--- src/rtl/reg_ctrl.sv ---
// Purpose: four-state register-file controller (IDLE/READ/EXEC/WB) driving read/write selects and ALU op.
// Latency: 4 cycles from acceptance edge back to IDLE; all outputs registered, no input-to-output path.
// Backpressure: instr_ready is high only in IDLE; instructions offered in other states are left pending.
module reg_ctrl (
  input  logic       clk,
  input  logic       rst,
  input  logic       instr_valid,
  input  logic [7:0] INSTR,
  output logic       instr_ready,
  output logic [1:0] SEL_A,
  output logic [1:0] SEL_B,
  output logic [1:0] SEL_W,
  output logic       write_en,
  output logic [1:0] ALU_OP,
  output logic       done,
  output logic [7:0] RETIRED
);

  typedef enum logic [1:0] {
    IDLE = 2'd0,
    READ = 2'd1,
    EXEC = 2'd2,
    WB   = 2'd3
  } state_t;

  localparam logic [1:0] OP_NOP = 2'b11;

  state_t     state;
  logic [7:0] instr_q;

  // Single FSM: every output is a flop loaded with the value for the state being entered,
  // so outputs depend only on state and the latched instruction.
  always_ff @(posedge clk or posedge rst) begin
    if (rst) begin
      state       <= IDLE;
      instr_q     <= 8'h00;
      RETIRED     <= 8'h00;
      instr_ready <= 1'b1;
      SEL_A       <= 2'b00;
      SEL_B       <= 2'b00;
      SEL_W       <= 2'b00;
      ALU_OP      <= 2'b00;
      write_en    <= 1'b0;
      done        <= 1'b0;
    end else begin
      case (state)
        IDLE: begin
          if (instr_valid) begin
            // Selects must be valid in the READ cycle, so they load straight from INSTR here.
            state       <= READ;
            instr_q     <= INSTR;
            instr_ready <= 1'b0;
            ALU_OP      <= INSTR[7:6];
            SEL_A       <= INSTR[3:2];
            SEL_B       <= INSTR[1:0];
          end
        end
        READ: begin
          state  <= EXEC;
          ALU_OP <= instr_q[7:6];
          SEL_A  <= instr_q[3:2];
          SEL_B  <= instr_q[1:0];
        end
        EXEC: begin
          // Reads are finished by now, so rd may alias rs1/rs2 without a stall.
          state    <= WB;
          SEL_A    <= 2'b00;
          SEL_B    <= 2'b00;
          SEL_W    <= instr_q[5:4];
          write_en <= (instr_q[7:6] != OP_NOP);
          done     <= 1'b1;
        end
        WB: begin
          state       <= IDLE;
          RETIRED     <= RETIRED + 8'd1;
          instr_ready <= 1'b1;
          SEL_W       <= 2'b00;
          ALU_OP      <= 2'b00;
          write_en    <= 1'b0;
          done        <= 1'b0;
        end
        default: begin
          // Unknown encoding: recover to a clean IDLE.
          state       <= IDLE;
          instr_ready <= 1'b1;
          SEL_A       <= 2'b00;
          SEL_B       <= 2'b00;
          SEL_W       <= 2'b00;
          ALU_OP      <= 2'b00;
          write_en    <= 1'b0;
          done        <= 1'b0;
        end
      endcase
    end
  end

endmodule

--- config.mk ---
export PLATFORM = sky130hd
export DESIGN_NAME = reg_ctrl
export DESIGN_NICKNAME = d
export VERILOG_FILES = /design/src/rtl/reg_ctrl.sv
export SDC_FILE = /design/constraint.sdc
export NUM_CORES = 1
export LEC_CHECK = 0
export CORE_MARGIN = 2
export CORE_UTILIZATION = 38
export DETAILED_ROUTE_END_ITERATION = 7
export SYNTH_ARGS = -nofsm -noshare
export SYNTH_HDL_FRONTEND = slang
export SYNTH_SLANG_ARGS = --single-unit
--- constraint.sdc ---
create_clock -name clk -period 1.6 [get_ports clk]
set_clock_uncertainty 0.05 [all_clocks]
set_input_delay 0.32 -clock clk [delete_from_list [all_inputs] [get_ports clk]]
set_output_delay 0.32 -clock clk [all_outputs]
set_load 0.1 [all_outputs]
==> reports/results.env <==
CTS_TREE='done'
FINALSETUPVIOLCOUNT=0
POSTSYNTHCELLCOUNT=111
CLOCK-ROOT-BUFFER='clkbuf_4'
MAXCLOCKFREQUENCY_MHz=660.9
CTS_BUFFERS=5
ANTENNA_FOUND_INITIAL=0
GRT.OVERFLOW.TOTAL=0
SEQCELLAREA_UM2=733.2
CRITICAL_PATH.STARTPOINT_TYPE='flop'
DIODES=0
YOSYS-TOP-CELLS-AREA='dfrtp_1, mux2_4, ha_1'
BUFFER_PORTS.INSERTED=29
MOST_COMMON_CELL_AFTER_LAYOUT_FILL_AND_TAPS_ASIDE='dfrtp_1'
WL_PER_CELL_UM=13.32
YOSYSTOPAREACELL='dfrtp_1'
RESULT_OF_THE_RUN='complete, no violations'
CTS_MAX_LEVEL=2
CRITICALPATHCATEGORY='reg -> reg'
GRT_MAX_DEGREE=30
NUM-NETS-FINAL=165
GRT_PASS1_VIAS=975
SYNTHESIS.AREA_MM2=0.001361
CRITPATHARRIVALTIME_NS=1.71
SYNTH_WARNINGS=0
TIMING.SLEW.HEADROOM_PCT=76.24
INSERTION_DELAY_OF_THE_LATER_CLOCKED_PIN_IN_THE_WORST_SKEW_PAIR_NS=0.33
FINAL_MIN_PERIOD_OVER_CLOCK_PERIOD_PCT=94.57
TOTALNEGATIVESETUPSLACK_NS=0
RESIZED_GATES_AFTER_CTS=0
CRITICAL_PATH_PEAK_FANOUT=9
DRT_FIRST_PASS_ITERS=4
DETAILEDROUTE.FIRSTITERATIONVIOLATIONS=39
FINAL-HOLD-VIOLATION-COUNT=0
SLEW_LIMIT_FAILS=0
CTS-HOLD-FIX-BUFFERS=0
MOST_FREQUENT_CELLS_IN_THE_LAYOUT='dfrtp_1, buf_12, clkdlybuf4s50_1, o21ai_1, mux2_4'
CRIT_REQUIRED_NS=1.80
POST-ROUTE-MIN-PERIOD_NS=1.513
GP_CONGESTION=0.7467
PLACEMENT_ROWS=21
ANT_NETS=0
INITIAL_UTILIZATION_PCT=40.16
DRC=0
SYNTH-SEQ-CELLS=29
SYNTH.YOSYS.SEQ_AREA_SHARE_PCT=53.40
TOTAL_AREA_OF_MULTI_INPUT_COMBINATIONAL_CELLS_UM2=578.1
DESIGN.CORE.AREA_MM2=0.003390
GRT_USAGE_PCT=15.01
SYNTH.AVG_CELL_AREA_UM2=12.26
CTS_MAX_PATH_BUFFERS=2
AREA_GROWTH_PCT=45.77
TIMING_WORST_SLEW_PIN_VALUE_NS=0.3564
TOTAL_DIE_AREA_MM2=0.004077
CLOCK_INPUT_TRANSITION_AT_THE_SEQUENTIAL_CELLS_OF_THE_WORST_SETUP_AND_HOLD_PATHS_NS=0.10
FILLERINSTANCES=263
CRITPATHCAPTURETYPE='flop'
VIAS=926
WIDTH_OF_THE_DIE_UM=63.86
POSTCTSSETUPBUFFERS=0
SYNTH.LIB_CELLS_USED.DISTINCT=30
POSTROUTEWIRELENGTH_MM=2.598
TRITONCTS_NUM_SINKS=29
FLOORPLAN.IO_PINS=30
NUMBER_OF_VIOLATIONS_OF_THE_MAX_CAPACITANCE_LIMIT=0
VIAS_PER_CELL=4.749
GRT_PASS1_WL_MM=4.650
SYNTHESIS.NETS=128
GRT_SETUP_UNREPAIRED='false'
SYNTH_TOP_CELL_AREA_SHARE_PCT=51.47
MIN-DELAY-PATH-CLASS='in -> async'
PLACE_HPWL_MM=1.935
DRIVE_ABOVE_1_SHARE_PCT=36.24
VERT_DIE_DIM_UM=63.86
==> cell usage after synthesis, drive strengths merged <==
cell / count
a21oi: 5
a311oi: 1
a31oi: 4
buf: 5
clkbuf: 1
dfrtp: 28
dfstp: 1
ha: 6
inv: 4
mux2: 10
mux2i: 2
nand2: 5
nand4: 3
nor2: 7
nor2b: 5
nor3: 2
nor3b: 2
o21ai: 10
o31ai: 2
or2: 1
xnor2: 3
xor2: 4
==> registers in the layout, indices dropped and copies added (netlist names) <==
name and count:
RETIRED 8, instr_q 8, ALU_OP 2, SEL_A 2, SEL_B 2, SEL_W 2, state 2, done 1
instr_ready 1, write_en 1
==> logic make-up after synthesis <==
kind of cell,after synthesis,synth area share [%]
flops,29,53.40
simple gates,25,11.40
compound gates,22,9.098
mux,12,11.95
buf+inv,10,4.135
xor+xnor,7,4.504
fa+ha+maj,6,5.515
==> routing by layer <==
layer	vias up	share of wire, %	track usage (%)
met2	29	47	23.70
li1	455	-	-
met1	436	45	18.26
met3	6	6.4	6.162
met5	-	0	0
met4	0	1.4	5.707
==> path summary, 6_finish.rpt <==
path	start	endpoint	slack, ns	depth (start not counted)
setup reg to reg	state[0]	SEL_B[1]	0.09	4
hold reg to reg	instr_ready	instr_ready	0.45	2
max in group asynchronous	rst	instr_ready	0.99	3
hold / removal	rst	done	0.27	3
setup / recovery	state[0]	SEL_B[1]	0.09	4
min in group clk	instr_ready	instr_ready	0.45	2
==> critical path: stages, from the launching register on <==
cell and delay, ns:
dfrtp_1 0.43, ha_1 0.34, buf_4 0.21, or2_4 0.26
o21ai_1 0.14
==> layout make-up <==
class	count	share of cell area (%)
multi-input cells	72	29.13
clock buffers	5	1.892
well taps	46	2.900
clock inverters	3	0.8827
repair buffers	36	27.49
inverters	4	0.7566
flip-flops and latches	29	36.95
==> metrics by stage <==
step                instances  hold WS [ns]  util (%)  setup WS [ns]  area, µm²
floorplan                 111        0.3470         -        0.08861       1368
global placement          187        0.4321     56.92        0.06046       1929
detailed placement        187        0.4379     56.92        0.04020       1929
global route              195        0.2603     58.55       0.004813       1984
CTS                       195        0.2569     58.55        0.07537       1984
finish                    195        0.2651     58.55        0.08683       1984
Power is not shown: default switching activity piles up to over one toggle a cycle in this logic, so the estimate is an artifact.
